<file path="config.mk">
export PLATFORM = sky130hd
export DESIGN_NAME = mem_byte_interface
export DESIGN_NICKNAME = d
export VERILOG_FILES = /design/src/rtl/mem_byte_interface.sv
export SDC_FILE = /design/constraint.sdc
export NUM_CORES = 2
export LEC_CHECK = 0
export CORE_MARGIN = 4
export CORE_UTILIZATION = 50
export CTS_BUF_LIST = sky130_fd_sc_hd__clkbuf_8
export DETAILED_ROUTE_END_ITERATION = 8
export PLACE_DENSITY_LB_ADDON = 0.15
export SYNTH_ARGS = -nofsm -noshare
export SYNTH_HDL_FRONTEND = slang
export SYNTH_SLANG_ARGS = --single-unit
export TNS_END_PERCENT = 100
</file>
<file path="constraint.sdc">
create_clock -name clk -period 6.33 [get_ports clk]
set_input_delay 1.5825 -clock clk [delete_from_list [all_inputs] [get_ports clk]]
set_output_delay 1.5825 -clock clk [all_outputs]
set_load 0.05 [all_outputs]
</file>
<file path="src/rtl/mem_byte_interface.sv">
// mem_byte_interface: byte-serial big-endian RAM access handshaken by mfa/mfc.
module mem_byte_interface #(
    parameter int DEPTH = 256,
    parameter int AW = 8
) (
    input  logic        clk,
    input  logic        CLR,
    input  logic        mfa,
    input  logic        rw,
    input  logic [1:0]  mas,
    input  logic        sgn,
    input  logic [31:0] addr,
    input  logic [31:0] data_in,
    output logic [31:0] data_out,
    output logic        mfc,
    output logic        err
);
    typedef enum logic [1:0] {IDLE, ACCESS, DONE} state_t;
    state_t st;
    logic rw_q, sgn_q;
    logic [1:0] mas_q, cnt;
    logic [31:0] wd, asm_q, r, ext;
    logic [AW-1:0] base, cur;
    logic [7:0] mem [DEPTH];
    logic [7:0] rd;
    logic last;
    logic unused_addr;
    assign unused_addr = ^addr[31:AW];
    assign cur = base + AW'(cnt);
    assign rd = mem[cur];
    assign last = cnt == (mas_q == 2'b01 ? 2'd3 : mas_q == 2'b10 ? 2'd1 : 2'd0);
    assign r = {asm_q[23:0], rd};
    assign ext = mas_q == 2'b01 ? r :
                 mas_q == 2'b10 ? {{16{sgn_q & r[15]}}, r[15:0]} :
                                  {{24{sgn_q & r[7]}}, r[7:0]};
    // Write data is pre-aligned to the top byte so every transfer takes wd[31:24].
    always_ff @(posedge clk)
        if (st == ACCESS && rw_q) mem[cur] <= wd[31:24];
    always_ff @(posedge clk or negedge CLR) begin
        if (!CLR) begin
            st <= IDLE;
            mfc <= 1'b0;
            err <= 1'b0;
            data_out <= '0;
            cnt <= '0;
            rw_q <= 1'b0;
            sgn_q <= 1'b0;
            mas_q <= '0;
            wd <= '0;
            asm_q <= '0;
            base <= '0;
        end else begin
            case (st)
                IDLE: if (mfa) begin
                    rw_q <= rw;
                    mas_q <= mas;
                    sgn_q <= sgn;
                    base <= addr[AW-1:0] & ~AW'(mas == 2'b01 ? 3 : mas == 2'b10 ? 1 : 0);
                    wd <= mas == 2'b01 ? data_in :
                          mas == 2'b10 ? {data_in[15:0], 16'h0} : {data_in[7:0], 24'h0};
                    cnt <= '0;
                    asm_q <= '0;
                    if (mas == 2'b11) begin
                        st <= DONE;
                        mfc <= 1'b1;
                        err <= 1'b1;
                        data_out <= '0;
                    end else st <= ACCESS;
                end
                ACCESS: begin
                    wd <= wd << 8;
                    asm_q <= r;
                    cnt <= cnt + 2'd1;
                    if (last) begin
                        st <= DONE;
                        mfc <= 1'b1;
                        if (!rw_q) data_out <= ext;
                    end
                end
                DONE: if (!mfa) begin
                    st <= IDLE;
                    mfc <= 1'b0;
                    err <= 1'b0;
                end
                default: st <= IDLE;
            endcase
        end
    end
endmodule

</file>
==> flow_summary.yaml <==
finish:
  fillers: 12760
  nNetsFinal: 4946
  syn2layout_area_growth_pct: 12.31
  drive_gt1_share_pct: 22.75
power:
  seq_power_share_pct: 35.7
  powerDensity_mw_per_mm2: 534.0
  power.switching_w: 0.01921
  p_int_w: 0.03172
  p_comb_share_pct: 42.3
  switching_share_pct: 37.72
  ir_drop_mv: 0.4694
  p_leak_nw: 31.32
  pwr-share-clk_pct: 22.0
route:
  drc: 0
  dr_total_vias: 44810
  wl_per_cell_microns: 29.67
  drtIter0Drc: 5112
  drt-total-wl_microns: 217800
  drtPass1Iterations: 6
  ant_nets: 0
  vias_per_cell: 6.105
yosys:
  yosysUniqueCellTypes: 70
  synth-edff-count: 2048
  synth_top_area_share_pct: 72.42
  synth_top_area_cell: "edfxtp_1"
  yosysSeqAreaShare_pct: 75.55
  syn-cell-area_sq_mm: 0.08492
  syn_nets: 4629
  synthTopCellsByArea: "edfxtp_1, mux4_2, dfrtp_1, nand2_1, nor2_1"
  ys_ff_latch: 2154
  ys.flop_type: "edfxtp_1"
  async_flop_share_pct: 4.921
  syn_area_per_cell_sq_um: 18.66
  yosysWarnings: 0
  synth.most_common_cell: "edfxtp_1"
  synthCells: 4550
  synth_common_cells: "edfxtp_1, nand2_1, mux4_2"
clock_tree:
  cts_made_buffers: 357
  hold_buffers: 0
  cts_resized: 0
  clk_latency_ns: 1.03
  cts_tree: "yes"
  clock_path_buffers: 4
  cts_sinks: 2154
  post_cts_buffers: 0
  root_buffer: "clkbuf_8"
  cts.clk_slew.worst_paths_ns: 0.06
  cts-htree-levels: 5
global_routing:
  grt_pass1_wl_microns: 316100
  antenna_found_initial: 5
  grt_pass1_vias: 45260
  gr-total-overflow: 0
  grt_use_total_pct: 24.81
  grt_max_degree: 202
placed_design:
  gp_congestion: 0.8393
  hpwlAfterDp_microns: 125400
  io_buffers: 80
floorplan:
  coreArea_sq_mm: 0.1680
  std_cell_rows: 150
  boundaryPins: 105
  fp.dieArea_sq_mm: 0.1765
  die_w_microns: 420.1
  start_util_pct: 50.55
  die_y_microns: 420.1
critical_path:
  cp_data_arrival_time_ns: 6.48
  path_class: "reg2reg"
  cpPeakStageDelay_ns: 1.27
  path_common_cell: "a311oi_1"
  path_cells: "ha_4 > fa_4 > buf_12 > mux4_2 > nand2_1 > and3_1 > a311oi_1 > a311oi_1 > nor3_1 > buf_4 > o22ai_1 > nor4_2 > mux2_2"
  path_max_fanout: 40
  crit_path_start_kind: "flip-flop"
  cp-end-kind: "flip-flop"
  cp.required_ns: 7.26
  slowest_stage: "fa_4"
timing:
  slew_headroom_pct: 17.91
  drv_slew: 0
  holdWs_ns: 0.4862
  finalCritPeriodShare_pct: 87.67
  setup_viol: 0
  worst_pin_slew_ns: 1.223
  finClkSkew_ns: 0.07114
  clock.fmax_mhz: 180.2
  setup_tns_ns: 0
  rsz0062_at_grt: "no"
  period_minus_slack_ns: 5.549
  hold_viol_final: 0
outcome:
  status: "finished clean"
run:
  maxCapViolations: 0
hold_path:
  hp-class: "reg2reg"
cell usage in the layout (no fill, tap or decap), drive strengths merged, types with 26 or more instances in the layout:
cell	netlist	final
buf	139	178
and3	54	54
nand3	167	167
dfrtp	106	106
inv	13	113
clkinv	0	141
a311oi	39	39
clkdlybuf4s50	0	79
edfxtp	2048	2048
o21ai	27	27
a31oi	41	41
o22ai	26	26
a21oi	51	51
nand2	597	597
a22o	36	36
mux2i	50	50
clkbuf	160	368
mux4	487	487
nor2	284	284
area by class of cell:
class | count | area, sq um | area share [%]
inverters | 13 | 48.80 | 0.05117
multi-input cells | 2084 | 19520 | 20.47
well taps | 2204 | 2758 | 2.892
clock inverters | 257 | 1309 | 1.372
clock buffers | 368 | 5065 | 5.311
diodes | 2 | 5.005 | 0.005248
repair buffers | 257 | 2477 | 2.598
flip-flops and latches | 2154 | 64180 | 67.30
final timing paths:
path | to | cells past startpoint | start | slack, ns
setup reg to reg | data_out[2] | 13 | cnt[0] | 0.78
max in group asynchronous | asm_q[3] | 2 | CLR | 4.50
hold / removal | wd[20] | 2 | wd[20] | 0.49
setup / recovery | data_out[2] | 13 | cnt[0] | 0.78
hold reg to reg | wd[20] | 2 | wd[20] | 0.49
min in group asynchronous | wd[17] | 1 | CLR | 0.64
power groups by stage:
stage	logic (W)	registers, W	clock network [W]
floorplan	0.0133	0.0194	0
global placement	0.0215	0.0184	0
detailed placement	0.0217	0.0185	0
CTS	0.0217	0.0182	0.0114
global route	0.0229	0.0182	0.0121
finish	0.0216	0.0182	0.0112
cells by family (layout without fill, tap and decap cells):
| group | Yosys count | after routing | synth area share [%] |
|---|---|---|---|
| xor+xnor | 8 | 8 | 0.1002 |
| mux | 560 | 560 | 13.81 |
| flops | 2154 | 2154 | 75.55 |
| buf+inv | 312 | 895 | 1.690 |
| fa+ha+maj | 8 | 8 | 0.1267 |
| compound gates | 319 | 319 | 2.786 |
| other cells | 0 | 2 | 0 |
| simple gates | 1189 | 1189 | 5.941 |
flip-flops by register name, indices dropped and copies added, names as in the netlist:
signal,cells
mem,2048
data_out,32
wd,32
asm_q,24
base,8
cnt,2
mas_q,2
st,2
err,1
mfc,1
rw_q,1
sgn_q,1
metrics by stage:
| step | worst slack, ns | total power [W] | instance area [sq um] | std cells | utilization (%) |
|---|---|---|---|---|---|
| floorplan | 2.273 | 0.03262 | 84920 | 4550 | - |
| global route | 0.7488 | 0.05327 | 95370 | 7339 | 56.78 |
| global placement | 0.8921 | 0.03992 | 88990 | 6712 | 52.98 |
| CTS | 0.8147 | 0.05130 | 95360 | 7337 | 56.77 |
| finish | 0.7806 | 0.05093 | 95370 | 7339 | 56.78 |
| detailed placement | 0.8604 | 0.04013 | 88990 | 6712 | 52.98 |
per-layer routing:
layer,global-route usage [%],up-vias,wire (microns)
met4,8.948,4,7315
met2,38.09,1919,103300
li1,-,18870,-
met3,4.764,415,16820
met1,35.95,23600,90350
met5,0,-,22
worst max-delay path, delay by kind of cell, from the launching register on:
kind	cells	cell delay, ns
AND/OR/NAND/NOR	4	1.73
adder cells (fa/ha/maj)	2	1.51
multiplexers	2	0.57
buffers and inverters	2	0.56
AO/OA/AOI/OAI	3	0.52
flip-flops	1	0.45
(Power assumes the default switching activity.)
